File: config.mk
export PLATFORM = sky130hd
export DESIGN_NAME = weight_loader
export DESIGN_NICKNAME = d
export VERILOG_FILES = /design/src/rtl/weight_loader.sv
export SDC_FILE = /design/constraint.sdc
export NUM_CORES = 1
export LEC_CHECK = 0
export BUFFER_PORTS_ARGS = -buffer_cell sky130_fd_sc_hd__buf_2
export CAP_MARGIN = 20
export CELL_PAD_IN_SITES_DETAIL_PLACEMENT = 1
export CELL_PAD_IN_SITES_GLOBAL_PLACEMENT = 1
export CORE_ASPECT_RATIO = 0.7
export CORE_UTILIZATION = 34
export DETAILED_ROUTE_END_ITERATION = 16
export GPL_TIMING_DRIVEN = 0
export MAX_ROUTING_LAYER = met4
export PLACE_DENSITY = 0.79
export SLEW_MARGIN = 20
export SYNTH_ARGS = -nofsm -noshare
export SYNTH_HDL_FRONTEND = slang
export SYNTH_SLANG_ARGS = --single-unit
File: constraint.sdc
create_clock -name clk_i -period 2.3 [get_ports clk_i]
set_clock_uncertainty 0.1 [all_clocks]
set_input_delay 0.345 -clock clk_i [delete_from_list [all_inputs] [get_ports clk_i]]
set_output_delay 0.345 -clock clk_i [all_outputs]
set_load 0.01 [all_outputs]
File: src/rtl/weight_loader.sv
// -----------------------------------------------------------------------------
// weight_loader
//
// Write-side companion to the synaptic weight store. Accepts a stream of
// weight words over a valid/ready handshake and issues one registered write
// per accepted word to consecutive addresses, starting at a programmed base.
// Used for the initial weight load and for runtime reprogramming of a region.
//
// Handshake: a word is transferred in every cycle where s_valid_i and
// s_ready_o are both high at the rising edge of clk_i. s_ready_o is a pure
// decode of the FSM state (high only in LOAD) and never depends on
// s_valid_i. The producer may hold s_valid_i low for any number of cycles.
//
// Optional feature macro: WEIGHT_LOADER_CHECKSUM_EN
//   When defined, adds exp_sum_i / chk_err_o and a running modulo-2^dataWidth
//   sum of accepted words that is compared against exp_sum_i on completion.
//
// Parameters
//   dataWidth   width of one weight word
//   AddrWidth   address MSB index (addresses are AddrWidth+1 bits)
//   numWeight   number of weight locations (last valid address numWeight-1)
//
// Ports
//   clk_i        in   clock, rising edge
//   rst_i        in   synchronous active-high reset
//   start_i      in   begin a load (sampled only in IDLE)
//   base_addr_i  in   first write address, latched on start
//   count_i      in   number of words, latched on start
//   s_valid_i    in   stream word valid
//   s_data_i     in   stream weight word
//   s_ready_o    out  loader accepts a word this cycle
//   we_o         out  weight RAM write enable (registered)
//   w_addr_o     out  weight RAM write address (registered)
//   w_data_o     out  weight RAM write data (registered)
//   busy_o       out  high in LOAD
//   done_o       out  one-cycle pulse when a load completes or aborts
//   err_o        out  sticky range error, cleared by the next accepted start
//   state_o      out  FSM state for debug (0=IDLE, 1=LOAD, 2=DONE)
//   exp_sum_i    in   expected checksum, latched on start (checksum build)
//   chk_err_o    out  checksum mismatch, valid from DONE (checksum build)
// -----------------------------------------------------------------------------
module weight_loader #(
    parameter int dataWidth = 16,
    parameter int AddrWidth = 10,
    parameter int numWeight = 961
) (
    input  logic                 clk_i,
    input  logic                 rst_i,
    input  logic                 start_i,
    input  logic [AddrWidth:0]   base_addr_i,
    input  logic [AddrWidth:0]   count_i,
    input  logic                 s_valid_i,
    input  logic [dataWidth-1:0] s_data_i,
`ifdef WEIGHT_LOADER_CHECKSUM_EN
    input  logic [dataWidth-1:0] exp_sum_i,
    output logic                 chk_err_o,
`endif
    output logic                 s_ready_o,
    output logic                 we_o,
    output logic [AddrWidth:0]   w_addr_o,
    output logic [dataWidth-1:0] w_data_o,
    output logic                 busy_o,
    output logic                 done_o,
    output logic                 err_o,
    output logic [1:0]           state_o
);

    // Range check is evaluated one bit wider than an address so the sum of
    // base and count can never wrap around.
    localparam int SumW = AddrWidth + 2;
    localparam logic [SumW-1:0]  Limit = SumW'(numWeight);
    localparam logic [AddrWidth:0] CntOne = (AddrWidth + 1)'(1);
    localparam logic [AddrWidth:0] CntZero = '0;

    typedef enum logic [1:0] {
        IDLE = 2'd0,
        LOAD = 2'd1,
        DONE = 2'd2
    } state_t;

    state_t state_q;
    state_t state_d;

    logic [AddrWidth:0]   addr_q;
    logic [AddrWidth:0]   remaining_q;
    logic                 we_q;
    logic [AddrWidth:0]   w_addr_q;
    logic [dataWidth-1:0] w_data_q;
    logic                 err_q;

    logic                 start_take;
    logic                 count_zero;
    logic                 range_bad;
    logic                 accept;
    logic                 last_accept;
    logic [SumW-1:0]      range_sum;

    // ------------------------------------------------------------------
    // Next-state and handshake decode
    // ------------------------------------------------------------------
    always_comb begin
        state_d     = state_q;
        start_take  = 1'b0;
        accept      = 1'b0;
        last_accept = 1'b0;
        range_sum   = {1'b0, base_addr_i} + {1'b0, count_i};
        count_zero  = (count_i == CntZero);
        range_bad   = (range_sum > Limit);

        case (state_q)
            IDLE: begin
                if (start_i) begin
                    start_take = 1'b1;
                    // Empty or out-of-range requests finish without writes.
                    if (count_zero || range_bad) begin
                        state_d = DONE;
                    end else begin
                        state_d = LOAD;
                    end
                end
            end
            LOAD: begin
                accept = s_valid_i;
                if (s_valid_i && (remaining_q == CntOne)) begin
                    last_accept = 1'b1;
                    state_d     = DONE;
                end
            end
            DONE: begin
                state_d = IDLE;
            end
            default: begin
                state_d = IDLE;
            end
        endcase
    end

    always_ff @(posedge clk_i) begin
        if (rst_i) begin
            state_q <= IDLE;
        end else begin
            state_q <= state_d;
        end
    end

    // ------------------------------------------------------------------
    // Address / count bookkeeping and registered write port
    // ------------------------------------------------------------------
    always_ff @(posedge clk_i) begin
        if (rst_i) begin
            addr_q      <= '0;
            remaining_q <= '0;
            we_q        <= 1'b0;
            w_addr_q    <= '0;
            w_data_q    <= '0;
            err_q       <= 1'b0;
        end else begin
            // Write enable follows the accept by exactly one cycle.
            we_q <= accept;

            if (start_take) begin
                addr_q      <= base_addr_i;
                remaining_q <= count_i;
                // A zero-length request is never flagged, whatever the base.
                err_q       <= !count_zero && range_bad;
            end

            if (accept) begin
                w_addr_q    <= addr_q;
                w_data_q    <= s_data_i;
                remaining_q <= remaining_q - CntOne;
                // Hold the address on the final word so addr_q stays inside
                // the weight region even when the load ends at its top.
                if (!last_accept) begin
                    addr_q <= addr_q + CntOne;
                end
            end
        end
    end

`ifdef WEIGHT_LOADER_CHECKSUM_EN
    // ------------------------------------------------------------------
    // Checksum of accepted words, modulo 2^dataWidth
    // ------------------------------------------------------------------
    logic [dataWidth-1:0] sum_q;
    logic [dataWidth-1:0] exp_sum_q;
    logic [dataWidth-1:0] sum_next;
    logic                 chk_err_q;

    assign sum_next = sum_q + s_data_i;

    // The compare is resolved on the edge that enters DONE, so chk_err_o is
    // already valid alongside done_o and then holds until the next start.
    always_ff @(posedge clk_i) begin
        if (rst_i) begin
            sum_q     <= '0;
            exp_sum_q <= '0;
            chk_err_q <= 1'b0;
        end else begin
            if (start_take) begin
                sum_q     <= '0;
                exp_sum_q <= exp_sum_i;
                if (count_zero || range_bad) begin
                    chk_err_q <= (exp_sum_i != '0);
                end else begin
                    chk_err_q <= 1'b0;
                end
            end
            if (accept) begin
                sum_q <= sum_next;
                if (last_accept) begin
                    chk_err_q <= (sum_next != exp_sum_q);
                end
            end
        end
    end

    assign chk_err_o = chk_err_q;
`endif

    // ------------------------------------------------------------------
    // Outputs
    // ------------------------------------------------------------------
    assign s_ready_o = (state_q == LOAD);
    assign busy_o    = (state_q == LOAD);
    assign done_o    = (state_q == DONE);
    assign we_o      = we_q;
    assign w_addr_o  = w_addr_q;
    assign w_data_o  = w_data_q;
    assign err_o     = err_q;
    assign state_o   = state_q;

endmodule

# Yosys cells after proc, flatten, opt, wreduce, memory -nomap -nowiden
# Cells that the tools add are included.
# word_totals
regBits	53
inputBits	42
out_inout_bits	34
elab_cells	38
# op_classes
addsub	3
order_cmp	1
n_eq_ne	5
n_mux	14
reduce_logical	8
# op_table
op	count
11-bit two-way mux	5
11-bit by 11-bit adder with 12-bit output	1
12-bit by 10-bit greater-than comparator with 1-bit output, second input constant	1
11-bit by 1-bit adder with 11-bit output, second input constant	1
11-bit by 1-bit == test with 1-bit output, second input constant	1
11-bit zero test	1
11-bit by 1-bit subtractor with 11-bit output, second input constant	1
2-bit two-way mux	3
1-bit two-way mux	5
2-bit one-hot mux with 2 select lines	1
2-bit by 1-bit == test with 1-bit output, second input constant	1
2-bit == test, second input constant	1
1-bit logical AND	2
2-bit zero test	1
2-bit by 1-bit != test with 1-bit output, second input constant	1
2-bit != test, second input constant	1
2-bit AND reduction	1
2-bit nonzero test	1
1-bit zero test	1
1-bit logical OR	1

# Logic depth before layout (Yosys ltp)
# Gate-level depths: netlist of run 1.
# depth
word_depth	6
depth_mapped	9

# Worst setup path before layout of run 1
# OpenSTA, ideal clock, no wires.
# synth_path
path_type	input to register
startpoint	input port base_addr_i[0]
endpoint	register state_q[1] (netlist: state_o[1])
setup_time_ns	0.131
arrival_time_ns	2.118
path_slack_ns	-0.049
path_stages	9
path_buffers	0
cell_sequence	ha_1 > inv_1 > fa_1 > nor2b_1 > o221a_2 > a21oi_1 > o41a_1 > a311oi_1 > a2111oi_1
# synth_between
elab_chain_cells	6
# synth_lines
item	line	text
start, declared	50	input logic [AddrWidth:0] base_addr_i,
11-bit by 11-bit adder with 12-bit output	106	range_sum = {1'b0, base_addr_i} + {1'b0, count_i};
12-bit by 10-bit greater-than comparator with 1-bit output	108	range_bad = (range_sum > Limit);
1-bit logical OR	115	if (count_zero || range_bad) begin
2-bit two-way mux	115	
2-bit two-way mux	112	if (start_i) begin
2-bit one-hot mux with 2 select lines	110	case (state_q)
end signal, assigned	142	state_q <= state_d;
end, declared	81	state_t state_q;
# No other way between the ends. The select of a mux whose other input is x is not followed.
# A chain may end at the register's enable or synchronous reset.

# Worst setup path in the final report of run 1
# layout_path
startpoint	input port count_i[0]
endpoint	register state_q[1] (netlist: state_o[1])
# layout_between
elab_chain_cells	6
elab_cells_between_ends	7
# layout_lines
item	line	text
start, declared	51	input logic [AddrWidth:0] count_i,
11-bit by 11-bit adder with 12-bit output	106	
12-bit by 10-bit greater-than comparator with 1-bit output	108	
1-bit logical OR (*)	115	
2-bit two-way mux (*)	115	
2-bit two-way mux (*)	112	
2-bit one-hot mux with 2 select lines (*)	110	
# Mark *: on every way between the ends. The rest lies on a longest branch, timed or not. The select of a mux whose other input is x is not followed.

==> results of run 1 <==
power by group through the flow:
stage | Combinational (W) | Clock, W | Sequential, W
after CTS | 0.000513 | 0.000990 | 0.00101
after floorplan | 0.000325 | 0 | 0.00103
after detailed placement | 0.000500 | 0 | 0.00104
final | 0.000545 | 0.000975 | 0.00102
after global routing | 0.000596 | 0.00103 | 0.00102
after global placement | 0.000482 | 0 | 0.00103
worst paths after layout:
| check | depth (start not counted) | startpoint | to |
|---|---|---|---|
| worst max-delay path | 10 | count_i[0] | state_o[1] |
| worst min-delay path | 3 | s_data_i[12] | w_data_o[12] |
| worst max register to register | 8 | remaining_q[2] | addr_q[5] |
| worst min register to register | 2 | w_addr_o[8] | w_addr_o[8] |
critical path, stage by stage:
cell and delay, ns:
buf_2 0.14, ha_1 0.18, inv_1 0.06, fa_2 0.37
nor2b_4 0.15, o221a_2 0.23, a21oi_1 0.05, o41a_1 0.44
a311oi_2 0.26, a2111oi_1 0.09
timing repair:
item | 4_1_cts | 5_1_grt
resized for setup | 1 | 13
hold buffers | 0 | 0
pin swaps | 1 | 1
buffers inserted | 1 | 3
endpoints found under the setup margin | 14 | 13
cell usage in the layout (no fill, tap or decap), types with 5 or more instances in the layout:
| master | netlist | final |
|---|---|---|
| a21oi_1 | 66 | 62 |
| a21oi_2 | 2 | 5 |
| a31oi_1 | 6 | 6 |
| a32oi_1 | 6 | 6 |
| and3_1 | 5 | 5 |
| buf_2 | 2 | 75 |
| buf_4 | 3 | 6 |
| clkbuf_1 | 15 | 13 |
| clkbuf_16 | 0 | 5 |
| dfxtp_1 | 53 | 53 |
| ha_1 | 14 | 14 |
| inv_1 | 13 | 13 |
| nand2_1 | 73 | 73 |
| nand3_1 | 14 | 14 |
| nor2_1 | 24 | 24 |
| nor3_1 | 10 | 8 |
| o21ai_0 | 11 | 10 |
cell families after synthesis:
group / count (synthesis) / share of synthesized area [%]
and+or+nand+nor: 155 / 25.1
xor gates and xnor gates: 3 / 0.898
DFF: 53 / 36.2
buffers and inverters: 34 / 4.83
AOI/OAI and AO/OA: 120 / 25.2
adders and majority gates: 15 / 6.67
muxes: 3 / 1.07
layer usage:
| layer | vias up | global-route usage [%] | share of wire, % |
|---|---|---|---|
| li1 | 1537 | - | - |
| met1 | 1540 | 31.4 | 49 |
| met2 | 52 | 37.4 | 46 |
| met3 | 7 | 4.10 | 4.0 |
| met4 | 0 | 5.53 | 0.87 |
| met5 | - | - | 0 |
final cells by class:
type,count,area (um^2),area share [%]
Buffer,18,83.8,2.26
Clock buffer,5,125,3.37
Clock inverter,3,65.1,1.75
Inverter,13,48.8,1.31
Multi-Input combinational cell,296,1790,48.2
Sequential cell,53,1060,28.6
Tap cell,101,126,3.40
Timing Repair Buffer,78,413,11.1
flip-flops by register name (all words and copies together), names as in the netlist:
register,count
addr_q,11
state_o,2
w_data_o,16
remaining_q,11
err_o,1
w_addr_o,11
we_o,1
through the flow:
step / util [%] / power (W) / area [um^2]
after global placement: 42.3 / 0.00151 / 3430
after CTS: 44.8 / 0.00252 / 3630
after floorplan: - / 0.00135 / 2930
after global routing: 45.8 / 0.00265 / 3710
after detailed placement: 42.3 / 0.00154 / 3430
final: 45.8 / 0.00254 / 3710
==> flow_summary.json, run 1 <==
{
  "wl_per_cell_um": 17.6,
  "dr.pass1.iters": 4,
  "status": "complete, no violations",
  "yosysTopAreaCell": "dfxtp_1",
  "row_count": 27,
  "yosysMostFrequentCell": "nand2_1",
  "port_buffers": 74,
  "hpwl_mm": 7.56,
  "p_int_w": 0.00180,
  "drive_gt1_share_pct": 24.9,
  "avgSynthCellArea_um2": 7.64,
  "synth_top_area_share_pct": 36.2,
  "cts_tree": "yes",
  "path_max_fanout": 3,
  "final_cells": 567,
  "p_leak_nw": 1.52,
  "ir_worst_vdd_v": 0.000274,
  "cts_max_level": 2,
  "viasPerCell": 5.53,
  "rsz0062_at_grt": "no",
  "grt-ovfl-total": 0,
  "vias": 3136,
  "pre_cts_ws_ns": -0.306,
  "antennaDiodeCount": 0,
  "initial_core_util_pct": 36.1,
  "power_switching_w": 0.000734,
  "fmax_mhz": 450,
  "arrival_ns": 2.30,
  "fin_nets": 522,
  "syn_nets": 440,
  "clk_latency_ns": 0.30,
  "setup_viol": 0,
  "drc": 0,
  "relSlewSlack_pct": 61.1,
  "root_buffer": "clkbuf_16",
  "p_seq_share_pct": 40.1,
  "combPwrFrac_pct": 21.5,
  "die_h_um": 79.6,
  "crit_path_start_kind": "input pin",
  "max_cap_violations": 0,
  "yosysSeqAreaShare_pct": 36.2,
  "swShare_pct": 28.9,
  "dp.cells": 558,
  "core_um2": 8110,
  "syn_inst": 383,
  "ys_warn_count": 0,
  "cts_buffer_depth": 2,
  "ys_ff_latch": 53,
  "synth_cell_types": 58,
  "worst_slack_ns": 0.0773,
  "grt_usage_pct": 23.5,
  "path_class": "input pin to flip-flop",
  "setup_tns_ns": 0,
  "min_period_ns": 2.22,
  "fin_crit_sh_pct": 96.6,
  "grt_pass1_vias": 3131,
  "p_clk_share_pct": 38.5,
  "grt_max_degree": 20,
  "top_level_ports": 76,
  "numCtsBuffers": 5,
  "worstPathRequired_ns": 2.38,
  "areaGrowthSynthToFinish_pct": 26.8,
  "clock-sinks": 53,
  "hp-class": "input pin to flip-flop",
  "finalHoldViolCount": 0,
  "wl_mm": 9.98,
  "synth_async_sr_flop_share_pct": 0,
  "num-fill-cells": 1026,
  "drtAntennaViolNets": 0,
  "clk_pin_slew_ns": 0.07,
  "reg2reg_slack_ns": 0.12,
  "die-area_um2": 8990,
  "synth_area_um2": 2930,
  "gp_congestion": 0.866,
  "synthTopCellsByArea": "dfxtp_1 (36%), a21oi_1 (11%), nand2_1 (9.4%)",
  "die_w_um": 113,
  "synthTopCellsByCount": "nand2_1 (73), a21oi_1 (66), dfxtp_1 (53), nor2_1 (24), clkbuf_1 (15)",
  "drv_slew": 0,
  "tightest_slew_ns": 0.583,
  "drt_iter0_drc": 135,
  "synth_flop_cell": "dfxtp_1",
  "antenna_found_initial": 0,
  "cp-end-kind": "flip-flop",
  "synth_edf_count": 0,
  "timing.hold.ws_ns": 0.177,
  "p_per_area_nw_per_um2": 683,
  "grt_first_pass_wirelength_mm": 16.0
}
Power figures use the tool's default switching activity.
==> run 2: changes to the inputs <==
--- a/config.mk
+++ b/config.mk
@@ -5,6 +5,7 @@
 export SDC_FILE = /design/constraint.sdc
 export NUM_CORES = 1
 export LEC_CHECK = 0
+export ABC_AREA = 1
 export BUFFER_PORTS_ARGS = -buffer_cell sky130_fd_sc_hd__buf_2
 export CAP_MARGIN = 20
 export CELL_PAD_IN_SITES_DETAIL_PLACEMENT = 1
==> flow_summary.json, run 2 <==
{
  "ys_warn_count": 0,
  "drc": 0,
  "core_um2": 8620,
  "ys_ff_latch": 53,
  "die-area_um2": 9450,
  "grt_max_degree": 19,
  "initial_core_util_pct": 35.7,
  "wl_mm": 10.1,
  "port_buffers": 75,
  "viasPerCell": 5.06,
  "antenna_found_initial": 0,
  "crit_buf_inv": 3,
  "grt_first_pass_wirelength_mm": 16.0,
  "die_w_um": 116,
  "rsz0062_at_grt": "no",
  "crit_slowest_cell": "fa_1",
  "wl_per_cell_um": 15.6,
  "synth_area_um2": 3080,
  "crit_family": "simple AND/OR/NAND/NOR gates",
  "path_class": "input pin to flip-flop",
  "post_cts_buffers": 0,
  "avgSynthCellArea_um2": 6.88,
  "finalHoldViolCount": 0,
  "yosysMostFrequentCell": "nand2_1",
  "dp.cells": 643,
  "tightest_slew_ns": 0.652,
  "max_cap_violations": 0,
  "dr.pass1.iters": 4,
  "antennaDiodeCount": 0,
  "drt_iter0_drc": 134,
  "ir_worst_vdd_v": 0.000262,
  "root_buffer": "clkbuf_16",
  "dpl_cell_area_um2": 3610,
  "die_h_um": 81.6,
  "status": "complete, no violations",
  "yosysSeqAreaShare_pct": 34.4,
  "syn_nets": 505,
  "design_area_um2": 3760,
  "path_common_cell": "nand2_1",
  "fin_nets": 587,
  "min_period_ns": 2.11,
  "p_leak_nw": 1.87,
  "drtAntennaViolNets": 0,
  "cpPeakStageDelay_ns": 0.40,
  "final_common_cell": "nand2_1",
  "drv_slew": 0,
  "row_count": 28,
  "fin_crit_sh_pct": 91.9,
  "clk_pin_slew_ns": 0.08,
  "hpwl_mm": 8.10,
  "cp-end-kind": "flip-flop",
  "syn_inst": 448,
  "fmax_mhz": 473,
  "gp_congestion": 0.924,
  "cts_tree": "yes",
  "num-fill-cells": 1161,
  "yosysTopAreaCell": "dfxtp_1",
  "areaGrowthSynthToFinish_pct": 22.0,
  "path_max_fanout": 3,
  "crit_chain": "buf_2 > ha_1 > inv_1 > fa_1 > inv_2 > nand2_1 > nand2_2 > nand4_1 > nand2_1 > nand2_1 > nand2_1 > nand4_1 > nand2_1 > nand2_1 > a21oi_1",
  "worstPathRequired_ns": 2.43,
  "synth_edf_count": 0,
  "top_level_ports": 76,
  "final_cell_mix": "nand2_1 (89), buf_2 (81), nor2_1 (65), dfxtp_1 (53), o21ai_0 (45)",
  "relSlewSlack_pct": 56.5,
  "final_cells": 651,
  "synth_top_area_share_pct": 34.4,
  "vias": 3297,
  "cts_buffer_depth": 2,
  "crit_path_start_kind": "input pin",
  "drive_gt1_share_pct": 19.8,
  "largest_reg_flops": 16,
  "synthTopCellsByCount": "nand2_1 (90), nor2_1 (65), dfxtp_1 (53), inv_1 (45), o21ai_0 (45)",
  "p_per_area_nw_per_um2": 688,
  "clk_latency_ns": 0.30,
  "numCtsBuffers": 5,
  "grt-ovfl-total": 0,
  "synth_cell_types": 43,
  "clock-sinks": 53,
  "final_core_util_pct": 43.6,
  "synthTopCellsByArea": "dfxtp_1 (34%), nand2_1 (11%), nor2_1 (7.9%)",
  "grt_pass1_vias": 3200,
  "grt_usage_pct": 22.9,
  "hp-class": "input pin to flip-flop",
  "setup_viol": 0,
  "synth_flop_cell": "dfxtp_1",
  "arrival_ns": 2.25,
  "cts_max_level": 2,
  "synth_async_sr_flop_share_pct": 0
}
-- run 2: cell count changes after synthesis, moves of 6 or more --
cell | before | now
nand3_1 | 14 | 21
nor2_1 | 24 | 65
xor2_1 | 1 | 9
clkbuf_1 | 15 | 9
inv_1 | 13 | 45
a21oi_1 | 66 | 31
o21ai_0 | 11 | 45
nand2_1 | 73 | 90
a32oi_1 | 6 | 0
-- run 2: worst paths after layout --
path,from,end,slack [ns],cells after the start
min reg2reg,remaining_q[10],remaining_q[10],0.38,2
min,s_data_i[15],w_data_o[15],0.16,3
max,count_i[0],err_o,0.19,15
max reg2reg,state_o[0],remaining_q[5],0.37,6
-- run 2: timing repair --
action | 4_1_cts | 5_1_grt
gates resized for setup | 0 | 3
hold buffers | 0 | 0
endpoints found under the setup margin | 0 | 3
-- run 2: kinds of logic (layout without fill, tap and decap cells) --
| group | Yosys count | in the layout | share of synthesized area [%] |
|---|---|---|---|
| adders and majority gates | 15 | 15 | 6.34 |
| DFF | 53 | 53 | 34.4 |
| xor gates and xnor gates | 10 | 10 | 2.84 |
| AOI/OAI and AO/OA | 98 | 98 | 17.9 |
| buffers and inverters | 66 | 149 | 9.75 |
| and+or+nand+nor | 206 | 206 | 28.7 |
-- run 2: layout make-up --
| cell class | count | area, um^2 | area share (%) |
|---|---|---|---|
| plain buffers | 18 | 103 | 2.73 |
| well taps | 120 | 150 | 3.99 |
| flip-flops and latches | 53 | 1060 | 28.2 |
| multi-input cells | 329 | 1720 | 45.8 |
| clock buffers | 5 | 125 | 3.33 |
| clock inverters | 3 | 25.0 | 0.666 |
| inverters | 48 | 198 | 5.26 |
| repair buffers | 75 | 375 | 9.99 |
-- run 2: power by group --
part	internal, W	switching (W)	leakage [nW]
clock	0.000411	0.000378	0.0704
sequential	0.00100	0.0000579	0.433
combinational	0.000266	0.000469	1.36
-- run 2: worst register-to-register path, cell delays in order, from the launching register on --
cell	delay, ns
dfxtp_1	0.42
nand2_1	0.18
nor2_2	0.29
buf_2	0.31
buf_2	0.31
nand2_1	0.09
a31oi_1	0.15
-- run 2: metal layers --
metal	global-route usage [%]	part of all wire (%)
met1	31.0	49
met2	35.1	45
met3	4.58	5.2
met4	5.38	0.88
met5	-	0
-- run 2: through the flow --
stage	setup slack [ns]	power, W	hold slack (ns)	TNS, ns
after floorplan	0.401	0.00156	0.345	0
after global placement	-0.145	0.00178	0.354	-0.431
after detailed placement	-0.186	0.00181	0.372	-0.542
after CTS	0.118	0.00260	0.161	0
after global routing	0.000984	0.00274	0.159	0
final	0.186	0.00259	0.163	0
